File: config.mk
export PLATFORM = sky130hd
export DESIGN_NAME = sisa_prog_loader
export DESIGN_NICKNAME = d
export VERILOG_FILES = /design/src/rtl/sisa_pkg.sv /design/src/rtl/sisa_prog_loader.sv
export SDC_FILE = /design/constraint.sdc
export NUM_CORES = 1
export LEC_CHECK = 0
export ABC_AREA = 1
export CORE_MARGIN = 5
export CORE_UTILIZATION = 50
export DETAILED_ROUTE_END_ITERATION = 8
export HOLD_SLACK_MARGIN = 0.12
export PLACE_DENSITY = 0.75
export SYNTH_ARGS = -nofsm -noshare
export SYNTH_HDL_FRONTEND = slang
export SYNTH_SLANG_ARGS = --single-unit
File: constraint.sdc
create_clock -name clk -period 2.6 [get_ports clk]
set_input_delay 0.65 -clock clk [delete_from_list [all_inputs] [get_ports clk]]
set_output_delay 0.65 -clock clk [all_outputs]
set_load 0.005 [all_outputs]
File: src/rtl/sisa_pkg.sv
`default_nettype none
// +----------------------------------------------------------------------------+
// | Module      : sisa_pkg                                                     |
// | Description : Shared sISA constants: loader framing, instruction memory    |
// |               geometry, loader state encoding and core opcodes.            |
// | Revision    : 1.0 - initial release                                        |
// +----------------------------------------------------------------------------+
package sisa_pkg;

    localparam logic [7:0] c_SYNC_DEFAULT = 8'hA5;
    localparam int         c_IMEM_DEPTH   = 16;
    localparam int         c_IMEM_ADDR_W  = 4;

    typedef enum logic [2:0] {
        ST_IDLE = 3'd0,
        ST_LEN  = 3'd1,
        ST_DATA = 3'd2,
        ST_CSUM = 3'd3,
        ST_RUN  = 3'd4
    } load_state_e;

    // Core opcodes occupy the upper nibble of each instruction byte.
    localparam logic [3:0] c_OP_NOP = 4'h0;
    localparam logic [3:0] c_OP_LDI = 4'h8;
    localparam logic [3:0] c_OP_MOV = 4'h9;
    localparam logic [3:0] c_OP_ADD = 4'hA;
    localparam logic [3:0] c_OP_SUB = 4'hB;
    localparam logic [3:0] c_OP_BNZ = 4'hC;
    localparam logic [3:0] c_OP_JMP = 4'hD;

endpackage
`default_nettype wire

File: src/rtl/sisa_prog_loader.sv
`default_nettype none
// +----------------------------------------------------------------------------+
// | Module      : sisa_prog_loader                                             |
// | Description : Framed byte-stream loader for the sISA instruction memory;   |
// |               holds the core in reset until a frame passes its checksum.   |
// | Revision    : 1.0 - initial release                                        |
// +----------------------------------------------------------------------------+
module sisa_prog_loader
    import sisa_pkg::*;
#(
    parameter logic [7:0] SYNC  = c_SYNC_DEFAULT,
    parameter int         DEPTH = c_IMEM_DEPTH
) (
    input  logic                       clk,
    input  logic                       rst,
    input  logic                       in_valid,
    input  logic [7:0]                 in_data,
    output logic                       in_ready,
    output logic                       mem_we,
    output logic [$clog2(DEPTH)-1:0]   mem_addr,
    output logic [7:0]                 mem_wdata,
    output logic                       cpu_rst,
    output logic                       busy,
    output logic                       done,
    output logic                       err
);

    localparam int         c_ADDR_W  = $clog2(DEPTH);
    localparam int         c_LEN_W   = c_ADDR_W + 1;
    localparam logic [7:0] c_DEPTH_B = 8'(DEPTH);

    load_state_e           r_state, w_state_nxt;
    logic [7:0]            r_sum,   w_sum_nxt;
    logic [c_LEN_W-1:0]    r_len,   w_len_nxt;
    logic [c_ADDR_W-1:0]   r_idx,   w_idx_nxt;
    logic                  r_we,    w_we_nxt;
    logic [c_ADDR_W-1:0]   r_addr,  w_addr_nxt;
    logic [7:0]            r_wdata, w_wdata_nxt;
    logic                  r_err,   w_err_nxt;

    logic                  w_hs;
    logic [7:0]            w_sum_add;
    logic [c_LEN_W-1:0]    w_idx_inc;

    assign w_hs      = in_valid & in_ready;
    assign w_sum_add = r_sum + in_data;
    assign w_idx_inc = {1'b0, r_idx} + c_LEN_W'(1);

    always_ff @(posedge clk) begin
        if (rst) begin
            r_state <= ST_IDLE;
            r_sum   <= '0;
            r_len   <= '0;
            r_idx   <= '0;
            r_we    <= 1'b0;
            r_addr  <= '0;
            r_wdata <= '0;
            r_err   <= 1'b0;
        end else begin
            r_state <= w_state_nxt;
            r_sum   <= w_sum_nxt;
            r_len   <= w_len_nxt;
            r_idx   <= w_idx_nxt;
            r_we    <= w_we_nxt;
            r_addr  <= w_addr_nxt;
            r_wdata <= w_wdata_nxt;
            r_err   <= w_err_nxt;
        end
    end

    always_comb begin
        w_state_nxt = r_state;
        w_sum_nxt   = r_sum;
        w_len_nxt   = r_len;
        w_idx_nxt   = r_idx;
        w_we_nxt    = 1'b0;
        w_addr_nxt  = r_addr;
        w_wdata_nxt = r_wdata;
        w_err_nxt   = 1'b0;

        case (r_state)
            ST_IDLE: begin
                if (w_hs && in_data == SYNC) begin
                    w_state_nxt = ST_LEN;
                end
            end
            ST_LEN: begin
                if (w_hs) begin
                    if (in_data == 8'd0 || in_data > c_DEPTH_B) begin
                        w_err_nxt   = 1'b1;
                        w_state_nxt = ST_IDLE;
                    end else begin
                        w_len_nxt   = in_data[c_LEN_W-1:0];
                        w_sum_nxt   = in_data;
                        w_idx_nxt   = '0;
                        w_state_nxt = ST_DATA;
                    end
                end
            end
            ST_DATA: begin
                // SYNC is ordinary payload here; only the byte count ends DATA.
                if (w_hs) begin
                    w_we_nxt    = 1'b1;
                    w_addr_nxt  = r_idx;
                    w_wdata_nxt = in_data;
                    w_sum_nxt   = w_sum_add;
                    w_idx_nxt   = r_idx + c_ADDR_W'(1);
                    if (w_idx_inc == r_len) begin
                        w_state_nxt = ST_CSUM;
                    end
                end
            end
            ST_CSUM: begin
                if (w_hs) begin
                    if (w_sum_add == 8'd0) begin
                        w_state_nxt = ST_RUN;
                    end else begin
                        w_err_nxt   = 1'b1;
                        w_state_nxt = ST_IDLE;
                    end
                end
            end
            ST_RUN: begin
                if (w_hs && in_data == SYNC) begin
                    w_state_nxt = ST_LEN;
                end
            end
            default: begin
                w_state_nxt = ST_IDLE;
            end
        endcase
    end

    assign in_ready  = 1'b1;
    assign mem_we    = r_we;
    assign mem_addr  = r_addr;
    assign mem_wdata = r_wdata;
    assign err       = r_err;
    assign cpu_rst   = (r_state != ST_RUN);
    assign done      = (r_state == ST_RUN);
    assign busy      = (r_state == ST_LEN) || (r_state == ST_DATA) || (r_state == ST_CSUM);

endmodule
`default_nettype wire

; Word-level counts from Yosys, hierarchy flattened
; Cells that the tools add are included.
[classes]
n_reduce_logical = 14
magnitude_cmp = 1
n_bitwise = 2
addsub = 3
eq_ne = 13
muxes = 22
[ops]
columns = cell, n
row1 = $mux W8, 3
row2 = $mux W3, 6
row3 = $logic_not A8 Y1, 2
row4 = $pmux W8 S2, 1
row5 = $mux W4, 3
row6 = $pmux W3 S4, 1
row7 = $ne A2 B2 Y1 const B, 5
row8 = $add A8 B8 Y8, 1
row9 = $eq A8 B8 Y1 const B, 1
row10 = $gt A8 B5 Y1 const B, 1
row11 = $pmux W4 S2, 1
row12 = $eq A3 B2 Y1 const B, 2
row13 = $add A4 B1 Y5 const B, 1
row14 = $eq A5 B5 Y1, 1
row15 = $mux W1, 5
row16 = $reduce_and A5 Y1, 1
row17 = $add A4 B1 Y4 const B, 1
row18 = $reduce_and A4 Y1, 1
row19 = $reduce_or A2 Y1, 2
row20 = $eq A3 B1 Y1 const B, 1
row21 = $eq A3 B3 Y1 const B, 1
row22 = $logic_not A3 Y1, 1
row23 = $logic_or A1 B1 Y1, 3
row24 = $ne A3 B3 Y1 const B, 1
row25 = other kinds (8), 9
[word_totals]
ff_bits = 34
out_inout_bits = 18
wordCells = 63
inputBits = 11

; Longest topological paths before layout
; Gate-level depths: netlist of the first run.
[logic_depth]
word_depth = 5
depth_mapped = 14
ltp_nobuf = 14

; Worst setup path before layout of the first run
; Ideal clock, no wire load.
[synth_timing]
path_type = input port to flip-flop
from = input in_data[0]
to = register r_state[2]
path_stages = 11
arrival_time_ns = 2.055
setup_ns = 0.065
setup_slack_ns = 0.481
required_time_ns = 2.535
path_buffers = 0
path_cell_list = ha_1 -> fa_1 -> nor3_1 -> nand2_1 -> nor2_1 -> nand3_1 -> nor2_1 -> nand2_1 -> nor2_1 -> nor2_1 -> nor2_1
[synth_between]
elab_chain_cells = 5
word_cells_on_any_way = 9
cone_classes = add/sub (1) / eq/ne (2) / mux (3) / reduce/logical (3)
[synth_lines]
columns = item, line
row1 = "start, declared", sisa_prog_loader.sv:17  ; input logic [7:0] in_data,
row2 = $add A8 B8 Y8, sisa_prog_loader.sv:46  ; assign w_sum_add = r_sum + in_data;
row3 = $logic_not A8 Y1, sisa_prog_loader.sv:115  ; if (w_sum_add == 8'd0) begin
row4 = $mux W3, sisa_prog_loader.sv:115
row5 = $mux W3, sisa_prog_loader.sv:114  ; if (w_hs) begin
row6 = $pmux W3 S4, sisa_prog_loader.sv:81  ; case (r_state)
row7 = "end signal, assigned", sisa_prog_loader.sv:60  ; r_state <= w_state_nxt;
row8 = "end, declared", sisa_prog_loader.sv:32  ; load_state_e r_state, w_state_nxt;
; Several ways; a longest one is shown, not always the timed one. The select of a mux whose other input is x is not followed.
; A chain may end at the register's enable or synchronous reset.

; Worst setup path in the final report of the first run
; Ends and elaborated chain as after synthesis.

==> impl_results.md, run 1 <==
* Design Area, Final at 2410 um^2
* Hold Violations, Final at 0
* Fraction of synthesis flops using an asynchronous set or reset pin at 0%
* Share of layout cells above drive strength 1 at 9.37%
* Critical path's top delay family: simple AND/OR/NAND/NOR gates
* RePlAce Congestion at 0.927
* Total of flip-flops plus latches after synthesis at 34
* Clock transition time at the flip-flop clock pins of the worst setup and hold paths at 0.07 ns
* TritonCTS buffer count at 5
* # rows at 22
* Post-Route WL at 4.61 mm
* Instance area at placement at 2300 um^2
* Routed wirelength normalized by instance count at 12.2 um
* Leading post-synthesis cells by instance count: nand2_1 (68), inv_1 (42), dfxtp_1 (34), nor2_1 (30), o21ai_0 (26)
* Number of max-cap violations at 0
* Placeable core area at 3690 um^2
* Initial standard-cell utilization of the core at 52.0%
* Kind of path behind the tightest hold check: register to register
* Drt first-iter violations at 119
* Cells taking the most area after synthesis: dfxtp_1 (35%), nand2_1 (13%), inv_1 (8.2%)
* FMAX at 0.414 GHz
* Portion of total power attributed to combinational logic at 37.3%
* Worst skew pair latency at 0.29 ns
* Antenna viol nets, final at 0
* Number of cells traversed by the worst hold path at 2
* Maximum number of pins on one net before global-route repair at 23
* Crit-path cells: clkdlybuf4s50_1 -> ha_2 -> fa_1 -> nor3_2 -> nand2_1 -> nor2_1 -> nand3_1 -> nor2_2 -> nand2_1 -> nor2_1 -> nor2_1 -> nor2_1
* Total internal power at 1.06 mW
* Clk root buf: clkbuf_8
* Final setup slack of the worst path at 0.186 ns
* Warnings, synthesis at 0
* Post-Syn Instances at 293
* Post-synthesis average cell area at 6.55 um^2
* Area fraction of the dominant cell type after synthesis at 35.5%
* Max Buffers Root-to-Sink at 2
* Nature of the critical path startpoint: primary input
* Cell type with the highest aggregate area in the netlist: dfxtp_1
* Most repeated cell in the gate-level netlist after synthesis: nand2_1
* Part of the power in the clock network at 24.9%
* EDFF count, synth at 0
* Arrival @ worst endpoint at 2.65 ns
* Static leakage at 1.10 nW
* Cell variety after synth at 26
* IO Pins at 29
* Aggregate negative setup slack at 0 ns
* Ant. Diodes at 0
* Power density over cell area at 696 nW/um^2
* H-tree level count at 2
* Seq/Total Area, Yosys at 35.5%
* Highest-delay cell along the critical path: clkdlybuf4s50_1
* Clock tree from TritonCTS: done
* Number of nets in the synthesized netlist at 313
* Final hold slack at 0.472 ns
* Via count at 1897
* Setup repair bufs after CTS at 0
* Worst IR Drop VDD at 367 uV
* Status: finished, final reports clean
* Number of logic stages on the critical path including buffering at 12
* Length in cells of the worst reg-to-reg path at 11
* Cell seen most often among critical-path stages: nor2_1
* Wire length of the first global-routing pass at 7.91 mm
* Number of setup violations in the final report at 0
* Share of the clock period used by the worst path after layout at 92.8%
* Number of remaining DRC errors at 0
* Clock period minus worst slack at 2.41 ns
* Number of detailed-route iterations in the first pass at 4
* Worst clock skew on the final layout at 0.00616 ns
* Max stage delay on crit path at 0.52 ns
* Switching fraction of total power at 36.8%
* Die Width at 72.0 um
* Main flop type after synthesis: dfxtp_1
* Required time at the worst-slack endpoint at 2.83 ns
* Total Nets Final at 350
* Type of destination of the critical path: register
* Share of total power in sequential cells at 37.8%
* Antenna violations before repair at 0
* Total die area at 5180 um^2
* Critical Path Fanout Max at 4
* Post-Syn Area at 1920 um^2
* GRT overflow at 0
* Post-synthesis to final-layout area growth at 25.4%
* Die Height at 72.0 um
* Half-perimeter wire length after placement at 3.57 mm
* Port Buffer Count at 27
* Clock sink count at 34
* Vias in the first global route at 1833
* Unrepaired setup endpoints after global routing: no
* Global router's overall resource usage at 19.1%
* Setup slack at placement at -0.139 ns
* Number of slew-limit violations in the final report at 0
* Net switching component of the power at 617 uW
* Via density at 5.01
* Category of the most critical setup path: primary input to register
* Number of buffers and inverters on the critical path at 1
* Share of the core filled with cells at 65.3%
worst paths after layout:
check,start,slack (ns),end
worst max-delay path,in_data[0],0.19,r_state[2]$_SDFFE_PP0P_
worst min-delay path,r_sum[6]$_SDFFE_PP0P_,0.47,r_sum[6]$_SDFFE_PP0P_
worst max register to register,r_sum[0]$_SDFFE_PP0P_,0.75,r_state[2]$_SDFFE_PP0P_
worst min register to register,r_sum[6]$_SDFFE_PP0P_,0.47,r_sum[6]$_SDFFE_PP0P_
per-layer routing:
metal  GRT usage (%)  vias to the layer above  routed length [um]
met2            34.3                       36                2250
met3            4.71                        6                 191
met1            22.9                      839                2130
li1                -                     1016                   -
met4            4.59                        0                  46
met5               0                        -                   0
power groups by stage:
| stage | clock (mW) | sequential [mW] | combinational [mW] |
|---|---|---|---|
| after floorplan | 0 | 0.638 | 0.403 |
| after global placement | 0 | 0.644 | 0.606 |
| after detailed placement | 0 | 0.645 | 0.615 |
| after CTS | 0.420 | 0.634 | 0.619 |
| after global routing | 0.444 | 0.643 | 0.710 |
| final | 0.417 | 0.634 | 0.626 |
repair_timing:
action | 4_1_cts | 5_1_grt
setup endpoints to repair | 0 | 1
resized for setup | 0 | 3
endpoints found under the hold margin | 0 | 0
hold buffers | 0 | 0
cell usage in the layout (no fill, tap or decap), drive strengths merged:
master	synthesis	final
nand2	69	69
inv	45	45
dfxtp	34	34
nor2	33	33
o21ai	31	31
clkdlybuf4s50	0	27
a21oi	22	22
nand3	21	21
buf	6	12
nand4	9	9
ha	8	8
clkbuf	3	6
nor3	4	4
nand3b	2	2
xor2	2	2
nor4	1	1
a211oi	1	1
fa	1	1
conb	1	1
clkinvlp	0	1
clkinv	0	1
logic make-up (layout without fill, tap and decap cells):
logic type,after synthesis,in the layout,synth area share [%]
and+or+nand+nor,139,139,31.6
AOI/OAI and AO/OA,54,54,14.2
buffers and inverters,54,92,11.4
DFF,34,34,35.5
adders and majority gates,9,9,6.26
xor gates and xnor gates,2,2,0.913
other,1,1,0.195
per-stage QoR:
step                      power (mW)  instances
after detailed placement        1.26        371
after floorplan                 1.04        293
after global routing            1.80        379
after CTS                       1.67        379
final                           1.68        379
after global placement          1.25        371
flip-flops by register name, indices dropped and copies added, names as in the netlist:
register	count
r_state	3
r_sum	8
mem_we	1
r_idx	4
r_len	5
err	1
mem_wdata	8
mem_addr	4
cell type report:
type	count	area [um^2]
fillers	357	1280
clock buffers	6	82.6
flip-flops and latches	34	681
multi-input cells	205	1030
clock inverters	2	12.5
repair buffers	39	373
inverters	45	169
well taps	48	60.1
worst min-delay path: cells and delay by family (launching register included):
kind / cells / cell delay [ns]
AOI/OAI and AO/OA: 1 / 0.05
and+or+nand+nor: 1 / 0.06
DFF: 1 / 0.31
No activity file was read; power rests on OpenSTA's default activity.
==> run 2, diff against run 1 <==
--- a/config.mk
+++ b/config.mk
@@ -6,11 +6,14 @@
 export NUM_CORES = 1
 export LEC_CHECK = 0
 export ABC_AREA = 1
+export CELL_PAD_IN_SITES_DETAIL_PLACEMENT = 1
+export CELL_PAD_IN_SITES_GLOBAL_PLACEMENT = 1
 export CORE_MARGIN = 5
-export CORE_UTILIZATION = 50
+export CORE_UTILIZATION = 38
 export DETAILED_ROUTE_END_ITERATION = 8
 export HOLD_SLACK_MARGIN = 0.12
-export PLACE_DENSITY = 0.75
+export PLACE_DENSITY_LB_ADDON = 0.1
+export SKIP_CTS_REPAIR_TIMING = 1
 export SYNTH_ARGS = -nofsm -noshare
 export SYNTH_HDL_FRONTEND = slang
 export SYNTH_SLANG_ARGS = --single-unit
==> run 2 against run 1 <==
Compared with the run above:
- setup slack worse by 0.0022 ns
- count of clock-buffer cells in the layout unchanged
- via count grew 5.4%
- sequential share of layout area down 0.81 points
==> impl_results.md, run 2 (synthesis results as in run 1) <==
* Maximum number of pins on one net before global-route repair at 23
* Placeable core area at 4820 um^2
* Leading cell type in the layout, fill and taps excluded: nand2_1
* Critical Path Fanout Max at 2
* Kind of path behind the tightest hold check: register to register
* Ant. Diodes at 0
* Required time at the worst-slack endpoint at 2.84 ns
* Number of cells in the finished layout apart from fillers at 402
* Antenna viol nets, final at 0
* Aggregate negative setup slack at 0 ns
* Antenna violations before repair at 0
* Clock tree from TritonCTS: done
* Setup slack at placement at -0.146 ns
* FMAX at 0.414 GHz
* GRT overflow at 0
* TritonCTS buffer count at 5
* Clock transition time at the flip-flop clock pins of the worst setup and hold paths at 0.07 ns
* Via count at 1999
* Total die area at 6570 um^2
* # rows at 25
* Die Height at 81.1 um
* Category of the most critical setup path: primary input to register
* Number of setup violations in the final report at 0
* Type of destination of the critical path: register
* Clk root buf: clkbuf_8
* Drt first-iter violations at 80
* Half-perimeter wire length after placement at 4.63 mm
* Highest-delay cell along the critical path: clkdlybuf4s50_1
* Nature of the critical path startpoint: primary input
* Post-synthesis to final-layout area growth at 29.1%
* Vias in the first global route at 2134
* Status: finished, final reports clean
* Max Buffers Root-to-Sink at 2
* Share of layout cells above drive strength 1 at 11.0%
* Share of the clock period used by the worst path after layout at 92.9%
* Hold Violations, Final at 0
* Initial standard-cell utilization of the core at 39.8%
* Total instance count after detailed placement at 395
* Port Buffer Count at 27
* Worst IR Drop VDD at 486 uV
* Cell seen most often among critical-path stages: nor2_1
* Commonest cells after routing, fill and taps aside: nand2_1 (67), inv_1 (42), dfxtp_1 (34)
* Die Width at 81.1 um
* Number of max-cap violations at 0
* Total Nets Final at 355
* Final setup slack of the worst path at 0.184 ns
* Number of detailed-route iterations in the first pass at 4
* IO Pins at 29
* Number of remaining DRC errors at 0
* Final hold slack at 0.469 ns
* H-tree level count at 2
* Clock period minus worst slack at 2.42 ns
* Clock sink count at 34
* Worst clock skew on the final layout at 0.00292 ns
* Max stage delay on crit path at 0.49 ns
* Via density at 4.97
* Arrival @ worst endpoint at 2.65 ns
* Power density over cell area at 734 nW/um^2
* Post-Route WL at 5.92 mm
* RePlAce Congestion at 0.869
* Number of slew-limit violations in the final report at 0
* Global router's overall resource usage at 19.9%
* Total power of the final layout at 1.82 mW
* Worst skew pair latency at 0.29 ns
* Crit-path cells: clkdlybuf4s50_1 -> ha_2 -> fa_1 -> nor3_2 -> nand2_1 -> nor2_1 -> nand3_1 -> nor2_2 -> nand2_2 -> nor2_2 -> nor2_1 -> nor2_1
* Critical path's top delay family: simple AND/OR/NAND/NOR gates
* Number of buffers and inverters on the critical path at 1
* Routed wirelength normalized by instance count at 14.7 um
* Wire length of the first global-routing pass at 9.97 mm
* Static leakage at 1.13 nW
run 2: cell count changes in the layout (fill, tap and decap cells not counted), sizes merged:
cell and delta:
clkinv -1, bufinv +1, clkinvlp -1, buf +5
run 2: area by class of cell:
| type | count | area, um^2 |
|---|---|---|
| inverter | 45 | 169 |
| clock buffer | 6 | 82.6 |
| tap | 67 | 83.8 |
| timing repair buffer | 44 | 398 |
| multi-input combinational | 205 | 1030 |
| sequential | 34 | 681 |
| clock inverter | 1 | 30.0 |
| fill | 668 | 2340 |
run 2: path summary, 6_finish.rpt:
path	cells past startpoint	slack, ns	endpoint	from
worst max-delay path	12	0.18	r_state[2]$_SDFFE_PP0P_	in_data[0]
worst min-delay path	2	0.47	r_len[4]$_SDFFE_PP0P_	r_len[4]$_SDFFE_PP0P_
worst max register to register	11	0.68	r_state[2]$_SDFFE_PP0P_	r_sum[0]$_SDFFE_PP0P_
worst min register to register	2	0.47	r_len[4]$_SDFFE_PP0P_	r_len[4]$_SDFFE_PP0P_
run 2: report_power, final:
part           switching, mW  total [mW]  internal, mW
clock                  0.204       0.511         0.307
combinational          0.407       0.674         0.267
sequential            0.0461       0.635         0.589
total                  0.657        1.82          1.16
run 2: per-layer routing:
metal,global-route usage (%),share of wire (%),vias to the layer above
met2,31.3,45,37
met5,0,0,-
met3,4.10,3.7,6
li1,-,-,1019
met1,27.4,50,937
met4,5.74,0.96,0
run 2: tightest hold or removal path: cells and delay by family, from the launching register on:
family	cells	cell delay [ns]
buffers and inverters	1	0.06
AOI/OAI and AO/OA	1	0.05
DFF	1	0.31
run 2: metrics by stage:
stage,util (%),area (um^2)
floorplan,-,1920
global placement,48.8,2350
detailed placement,48.8,2350
CTS,51.1,2460
global route,51.5,2480
finish,51.5,2480
